==> src/rtl/alu_seq_pkg.sv <==
// Shared types and constants for the ALU sequencer: datapath sizes,
// operation encodings and sequencer states.
package alu_pkg;

   localparam int WIDTH     = 16;
   localparam int NREG_BITS = 3;

   typedef logic [0:WIDTH-1]     word_t;
   typedef logic [0:NREG_BITS-1] reg_addr_t;
   typedef logic [0:2]           op_t;

   // Bit 0 is the MSB on every vector in this design.
   localparam op_t OP_ADD  = 3'b000;
   localparam op_t OP_SUB  = 3'b001;
   localparam op_t OP_AND  = 3'b010;
   localparam op_t OP_OR   = 3'b011;
   localparam op_t OP_XOR  = 3'b100;
   localparam op_t OP_NOT  = 3'b101;
   localparam op_t OP_SHL  = 3'b110;
   localparam op_t OP_PASS = 3'b111;

   typedef enum logic [1:0] {
      S_IDLE  = 2'd0,
      S_READ  = 2'd1,
      S_EXEC  = 2'd2,
      S_WRITE = 2'd3
   } state_t;

endpackage

==> src/rtl/alu_seq_if.sv <==
// Instruction channel, register-file ports and status of the ALU sequencer.
// Handshake: an instruction transfers on a rising edge where instr_valid and
// instr_ready are both high; the source holds op/rd/rs1/rs2 stable until then.
interface alu_seq_if;
   import alu_pkg::*;

   logic      instr_valid;
   logic      instr_ready;
   op_t       op;
   reg_addr_t rd;
   reg_addr_t rs1;
   reg_addr_t rs2;

   reg_addr_t rd_addr_a;
   reg_addr_t rd_addr_b;
   word_t     d_out_a;
   word_t     d_out_b;

   logic      wr;
   reg_addr_t wr_addr;
   word_t     d_in;

   logic      done;
   logic      flag_z;
   logic      flag_c;
   logic      flag_n;

   modport slave (
      input  instr_valid, op, rd, rs1, rs2, d_out_a, d_out_b,
      output instr_ready, rd_addr_a, rd_addr_b, wr, wr_addr, d_in,
             done, flag_z, flag_c, flag_n
   );

   modport master (
      output instr_valid, op, rd, rs1, rs2, d_out_a, d_out_b,
      input  instr_ready, rd_addr_a, rd_addr_b, wr, wr_addr, d_in,
             done, flag_z, flag_c, flag_n
   );

endinterface

==> src/rtl/alu_seq_alu.sv <==
// Combinational 16-bit ALU: result plus zero, carry and negative flags.
module alu_16
   import alu_pkg::*;
(
   input  word_t a_i,
   input  word_t b_i,
   input  op_t   op_i,
   output word_t result_o,
   output logic  z_o,
   output logic  c_o,
   output logic  n_o
);

   logic [0:WIDTH] sum;

   always_comb begin
      sum      = '0;
      result_o = '0;
      c_o      = 1'b0;
      unique case (op_i)
         OP_ADD: begin
            sum      = {1'b0, a_i} + {1'b0, b_i};
            result_o = sum[1:WIDTH];
            c_o      = sum[0];
         end
         // Carry out of A + ~B + 1 is set exactly when A >= B unsigned.
         OP_SUB: begin
            sum      = {1'b0, a_i} + {1'b0, ~b_i} + {{WIDTH{1'b0}}, 1'b1};
            result_o = sum[1:WIDTH];
            c_o      = sum[0];
         end
         OP_AND:  result_o = a_i & b_i;
         OP_OR:   result_o = a_i | b_i;
         OP_XOR:  result_o = a_i ^ b_i;
         OP_NOT:  result_o = ~a_i;
         OP_SHL: begin
            result_o = a_i << 1;
            c_o      = a_i[0];
         end
         OP_PASS: result_o = b_i;
         default: result_o = '0;
      endcase
      z_o = (result_o == '0);
      n_o = result_o[0];
   end

endmodule

==> src/rtl/alu_seq.sv <==
// Execute/write-back sequencer around the 8x16 register file: read both
// sources, execute, then commit the result through the write port.
module alu_seq
   import alu_pkg::*;
#(
   parameter int WIDTH     = 16,
   parameter int NREG_BITS = 3
) (
   input  logic     clk,
   input  logic     reset,
   alu_seq_if.slave bus,
   output state_t   state_o
);

   state_t state_q, state_d;

   logic [0:2]           op_q;
   logic [0:NREG_BITS-1] rd_q, rs1_q, rs2_q, wr_addr_q;
   logic [0:WIDTH-1]     a_q, b_q, result_q;
   logic                 flag_z_q, flag_c_q, flag_n_q;

   logic [0:WIDTH-1]     alu_result;
   logic                 alu_z, alu_c, alu_n;
   logic                 accept;

   alu_16 u_alu (
      .a_i      (a_q),
      .b_i      (b_q),
      .op_i     (op_q),
      .result_o (alu_result),
      .z_o      (alu_z),
      .c_o      (alu_c),
      .n_o      (alu_n)
   );

   assign accept = (state_q == S_IDLE) && bus.instr_valid;

   // instr_ready is gated by reset so it reads 0 while reset is held.
   always_comb begin
      state_d         = state_q;
      bus.instr_ready = 1'b0;
      bus.wr          = 1'b0;
      bus.done        = 1'b0;
      unique case (state_q)
         S_IDLE: begin
            bus.instr_ready = !reset;
            if (bus.instr_valid) state_d = S_READ;
         end
         S_READ:  state_d = S_EXEC;
         S_EXEC:  state_d = S_WRITE;
         S_WRITE: begin
            bus.wr   = 1'b1;
            bus.done = 1'b1;
            state_d  = S_IDLE;
         end
         default: state_d = S_IDLE;
      endcase
   end

   always_ff @(posedge clk or posedge reset) begin
      if (reset) state_q <= S_IDLE;
      else       state_q <= state_d;
   end

   // wr_addr gets its own register so it only moves on entry to WRITE.
   always_ff @(posedge clk or posedge reset) begin
      if (reset) begin
         op_q      <= '0;
         rd_q      <= '0;
         rs1_q     <= '0;
         rs2_q     <= '0;
         a_q       <= '0;
         b_q       <= '0;
         result_q  <= '0;
         wr_addr_q <= '0;
         flag_z_q  <= 1'b0;
         flag_c_q  <= 1'b0;
         flag_n_q  <= 1'b0;
      end else begin
         if (accept) begin
            op_q  <= bus.op;
            rd_q  <= bus.rd;
            rs1_q <= bus.rs1;
            rs2_q <= bus.rs2;
         end
         if (state_q == S_READ) begin
            a_q <= bus.d_out_a;
            b_q <= bus.d_out_b;
         end
         if (state_q == S_EXEC) begin
            result_q  <= alu_result;
            wr_addr_q <= rd_q;
            flag_z_q  <= alu_z;
            flag_c_q  <= alu_c;
            flag_n_q  <= alu_n;
         end
      end
   end

   assign bus.rd_addr_a = rs1_q;
   assign bus.rd_addr_b = rs2_q;
   assign bus.wr_addr   = wr_addr_q;
   assign bus.d_in      = result_q;
   assign bus.flag_z    = flag_z_q;
   assign bus.flag_c    = flag_c_q;
   assign bus.flag_n    = flag_n_q;
   assign state_o       = state_q;

endmodule

==> src/flat_wrapper.sv <==
// flat-port wrapper written by rule: the top's interface ports become plain ports
module alu_seq_flat import alu_pkg::*;
#(
   parameter int WIDTH     = 16,
   parameter int NREG_BITS = 3
)
  (clk, reset, state_o, bus_instr_valid, bus_op, bus_rd, bus_rs1, bus_rs2, bus_d_out_a, bus_d_out_b, bus_instr_ready, bus_rd_addr_a, bus_rd_addr_b, bus_wr, bus_wr_addr, bus_d_in, bus_done, bus_flag_z, bus_flag_c, bus_flag_n);
  alu_seq_if bus_i ();
  input  logic clk;
  input  logic reset;
  output state_t state_o;
  input wire logic [$bits(bus_i.instr_valid)-1:0] bus_instr_valid;
  input wire logic [$bits(bus_i.op)-1:0] bus_op;
  input wire logic [$bits(bus_i.rd)-1:0] bus_rd;
  input wire logic [$bits(bus_i.rs1)-1:0] bus_rs1;
  input wire logic [$bits(bus_i.rs2)-1:0] bus_rs2;
  input wire logic [$bits(bus_i.d_out_a)-1:0] bus_d_out_a;
  input wire logic [$bits(bus_i.d_out_b)-1:0] bus_d_out_b;
  output wire logic [$bits(bus_i.instr_ready)-1:0] bus_instr_ready;
  output wire logic [$bits(bus_i.rd_addr_a)-1:0] bus_rd_addr_a;
  output wire logic [$bits(bus_i.rd_addr_b)-1:0] bus_rd_addr_b;
  output wire logic [$bits(bus_i.wr)-1:0] bus_wr;
  output wire logic [$bits(bus_i.wr_addr)-1:0] bus_wr_addr;
  output wire logic [$bits(bus_i.d_in)-1:0] bus_d_in;
  output wire logic [$bits(bus_i.done)-1:0] bus_done;
  output wire logic [$bits(bus_i.flag_z)-1:0] bus_flag_z;
  output wire logic [$bits(bus_i.flag_c)-1:0] bus_flag_c;
  output wire logic [$bits(bus_i.flag_n)-1:0] bus_flag_n;
  assign bus_i.instr_valid = bus_instr_valid;
  assign bus_i.op = bus_op;
  assign bus_i.rd = bus_rd;
  assign bus_i.rs1 = bus_rs1;
  assign bus_i.rs2 = bus_rs2;
  assign bus_i.d_out_a = bus_d_out_a;
  assign bus_i.d_out_b = bus_d_out_b;
  assign bus_instr_ready = bus_i.instr_ready;
  assign bus_rd_addr_a = bus_i.rd_addr_a;
  assign bus_rd_addr_b = bus_i.rd_addr_b;
  assign bus_wr = bus_i.wr;
  assign bus_wr_addr = bus_i.wr_addr;
  assign bus_d_in = bus_i.d_in;
  assign bus_done = bus_i.done;
  assign bus_flag_z = bus_i.flag_z;
  assign bus_flag_c = bus_i.flag_c;
  assign bus_flag_n = bus_i.flag_n;
  alu_seq #(.WIDTH(WIDTH), .NREG_BITS(NREG_BITS)) u_core (.clk(clk), .reset(reset), .bus(bus_i), .state_o(state_o));
endmodule
==> config.mk <==
export PLATFORM = sky130hd
export DESIGN_NAME = alu_seq_flat
export DESIGN_NICKNAME = d
export VERILOG_FILES = /design/src/rtl/alu_seq_pkg.sv /design/src/rtl/alu_seq_if.sv /design/src/rtl/alu_seq_alu.sv /design/src/rtl/alu_seq.sv /design/src/flat_wrapper.sv
export SDC_FILE = /design/constraint.sdc
export NUM_CORES = 1
export LEC_CHECK = 0
export BUFFER_PORTS_ARGS = -buffer_cell sky130_fd_sc_hd__buf_2
export CORE_ASPECT_RATIO = 1.5
export CORE_MARGIN = 3
export CORE_UTILIZATION = 45
export DETAILED_ROUTE_END_ITERATION = 6
export GPL_TIMING_DRIVEN = 0
export PLACE_DENSITY_LB_ADDON = 0.3
export SLEW_MARGIN = 10
export SYNTH_ARGS = -nofsm -noshare
export SYNTH_HDL_FRONTEND = slang
export SYNTH_SLANG_ARGS = --single-unit
==> constraint.sdc <==
create_clock -name clk -period 6.9 [get_ports clk]
set_clock_uncertainty 0.15 [all_clocks]
set_input_delay 0.69 -clock clk [delete_from_list [all_inputs] [get_ports clk]]
set_output_delay 0.69 -clock clk [all_outputs]
set_load 0.01 [all_outputs]
==> impl_summary.txt <==
----------------------------------------------------
[Route]
  Number of DRC markers in iteration 0 ... 416
  Via count ... 5,338
  Routed wire length per instance ... between 15 and 20 um
  Initial DRT Pass Iterations ... 5
  Vias per Instance ... 5.99
  Post-detailed-route count of antenna-violating nets ... 0
  Detailed-route DRC error count ... 0
  WL final ... 17,300 um

[Die]
  DIE AREA ... between 0.01 and 0.015 mm^2
  Die span in y ... 142 um
  Initial Utilization ... 46.2%
  Std-Cell Rows ... 49
  Standard cell core area ... 0.0121 mm^2
  Horizontal die dimension ... between 90 and 100 um
  IO Pins ... 80

[Clock network]
  Maximum buffer depth of the clock tree ... 2
  PostCTS Resize Cnt ... 0
  Hold_buf cts ... 0
  Sinks on the clock net ... 67
  Worst-skew pair later-pin latency ... 340 ps
  Total CTS buffers ... 9
  H-Tree Level Count ... 3
  Post-CTS Setup Repair Bufs ... 0
  TritonCTS clock tree ... done
  Master cell of the clock root buffer ... sky130_fd_sc_hd__clkbuf_16
  Clk slew on worst S/H paths ... 60 ps

[Outcome]
  Result of the run ... completed

[Synth]
  Most used standard cells in the synthesized netlist ... sky130_fd_sc_hd__o21ai_0, sky130_fd_sc_hd__dfrtp_1, sky130_fd_sc_hd__nand2_1, sky130_fd_sc_hd__inv_1, sky130_fd_sc_hd__ha_1
  Synth Flop Type ... sky130_fd_sc_hd__dfrtp_1
  Dominant cells by area after synthesis ... sky130_fd_sc_hd__dfrtp_1, sky130_fd_sc_hd__ha_1, sky130_fd_sc_hd__o21ai_0
  Cell area after synthesis ... 0.00558 mm^2
  Unique masters post-synth ... 78
  Async SR Flop Fraction ... 100%
  Synthesized flop and latch total ... 67
  Fraction of post-synthesis cell area in the top cell type by area ... 30.0%
  Fraction of the yosys area taken by sequential cells ... ~30%
  Mapped Nets ... 744
  Leading area contributor after synthesis ... sky130_fd_sc_hd__dfrtp_1
  Post-synthesis cell count ... around 640
  Count of flip-flops with a built-in enable after synthesis ... 0
  Avg Inst Size Synth ... approximately 8.7 um^2
  Yosys synthesis warning count ... 0
  Most common cell in the synthesized netlist ... sky130_fd_sc_hd__o21ai_0

[Critical path]
  Kind of start point of the critical path ... flop
  Category of the critical setup timing path ... reg2reg
  Critical Path RT ... 7000 ps
  Internal reg-to-reg setup slack ... 3240 ps
  Endpoint arrival time on the critical path ... 3770 ps
  RR Endpoint ... u_core.bus.flag_z
  Crit Reg-Reg Startpoint ... u_core.a_q[15]
  Count of cells along the worst register-to-register path ... 11
  Largest fanout on the critical path ... 4
  CP Capture Type ... flop

[Timing]
  Total Negative Setup Slacks ... 0 ps
  Part of the cycle the worst path needs ... 53.1%
  Setup repair after global routing missed its margin ... no
  Final number of setup-violating endpoints ... 0
  Final Max Tran Viols ... 0
  F_max ... 0.273 GHz
  Worst slew margin relative to its limit ... 42.0%
  Final period demand of the worst path ... around 3700 ps
  Final Hold Viols ... 0
  Worst Max-Slew Pin Slew ... 867 ps

[Placement]
  Last weighted congestion value of the routability-driven placer ... just under 1
  Buffers on Ports ... 79
  Half-perimeter wire length after placement ... 13,800 um

[Cells and area]
  Share of final-layout standard cells stronger than drive strength 1 ... 22.5%
  Filler Cells Inserted ... 1,145
  Inserted Diodes ... 0
  Net total in the final layout ... 835
  Growth of design area from synthesis to finish ... 16.7%

[Global routing]
  Pin count of the biggest net entering global routing ... 36
  Leftover overflow at the end of global routing ... 0
  Global-route total usage across every layer ... ~25%
  First-pass GRT wire length ... approximately 28,000 um
  Initial antenna violation count ... 0
  Number of global-route vias before repair ... 5,480

[Hold path]
  Min-delay worst type ... in2async

[Flow run]
  Max Cap Violations ... 0

----------------------------------------------------
per-stage QoR:
step,cell area (um^2),utilization [%],worst slack (ps),instances,hold slack (ps)
4_1_cts,6520,53.9,3270,891,241
5_1_grt,6520,53.9,3080,891,255
2_1_floorplan,5580,-,3780,642,324
3_3_place_gp,6170,51.1,3360,874,306
6_report,6520,53.9,3240,891,221
3_5_place_dp,6190,51.3,3310,875,313
worst max path at each step:
stage	from	end	slack, ps	cells after the start
global placement	u_core.a_q[15]	u_core.bus.flag_z	3360	11
floorplan	u_core.b_q[15]	u_core.bus.d_in[14]	3780	11
global route	u_core.b_q[15]	u_core.bus.flag_z	3080	11
CTS	u_core.a_q[15]	u_core.bus.flag_z	3270	11
finish	u_core.a_q[15]	u_core.bus.flag_z	3240	11
detailed placement	u_core.a_q[15]	u_core.bus.flag_z	3310	11
worst max-delay path, stage by stage, from the launching register on:
cell and delay (ps):
sky130_fd_sc_hd__dfrtp_1 430, sky130_fd_sc_hd__ha_1 260, sky130_fd_sc_hd__fa_1 460, sky130_fd_sc_hd__a211oi_2 320
sky130_fd_sc_hd__o21a_1 190, sky130_fd_sc_hd__o21ai_0 110, sky130_fd_sc_hd__a221o_1 370, sky130_fd_sc_hd__a222oi_1 460
sky130_fd_sc_hd__o211ai_1 200, sky130_fd_sc_hd__nor4b_2 300, sky130_fd_sc_hd__nand4_1 140, sky130_fd_sc_hd__o31ai_2 190
area by class of cell:
| type | count | area [um^2] | share of cell area [%] |
|---|---|---|---|
| Clock buffer | 9 | 225 | 3.46 |
| Sequential cell | 67 | 1680 | 25.7 |
| Inverter | 56 | 213 | 3.26 |
| Tap cell | 153 | 191 | 2.94 |
| Clock inverter | 7 | 98.8 | 1.52 |
| Multi-Input combinational cell | 476 | 3480 | 53.4 |
| Buffer | 43 | 219 | 3.36 |
| Timing Repair Buffer | 80 | 415 | 6.38 |
routing by layer:
metal | GRT usage, % | wire, um | up-vias
li1 | - | - | 2488
met1 | 30.9 | 7110 | 2569
met2 | 44.3 | 8550 | 233
met3 | 4.02 | 963 | 48
met4 | 12.0 | 708 | 0
met5 | 0 | 0 | -
layout by cell type (no fill, tap or decap), drive strengths merged, types with 5 or more instances in the layout:
cell type,synthesis,final
a211oi,7,7
a21o,8,8
a21oi,28,28
a221o,5,5
a221oi,6,6
a22oi,5,5
a31oi,9,9
buf,21,101
clkbuf,22,31
dfrtp,67,67
ha,53,53
inv,56,58
mux2,22,22
mux2i,9,9
mux4,7,7
nand2,57,57
nand2b,12,12
nand3,10,10
nor2,44,44
nor2b,14,14
nor3,13,13
o211ai,13,13
o21ai,72,72
o221ai,5,5
o22ai,9,9
flip-flops by register name (all words and copies together) (netlist names), 2 cells and up:
| register | flops |
|---|---|
| u_core.bus.wr_addr | 3 |
| u_core.rd_q | 3 |
| u_core.bus.rd_addr_a | 3 |
| u_core.a_q | 16 |
| u_core.b_q | 16 |
| u_core.state_o | 2 |
| u_core.bus.rd_addr_b | 3 |
| u_core.op_q | 3 |
| u_core.bus.d_in | 15 |
kinds of logic (layout without fill, tap and decap cells):
group,Yosys count,count (layout),synth area share [%]
AND/OR/NAND/NOR,176,176,15.4
flip-flops,67,67,30.0
multiplexers,38,38,8.88
AO/OA/AOI/OAI,204,204,24.9
buffers and inverters,99,195,7.69
adder cells (fa/ha/maj),55,55,12.6
XOR/XNOR,3,3,0.471
Power is not shown: default switching activity piles up to over one toggle a cycle in this logic, so the estimate is an artifact.
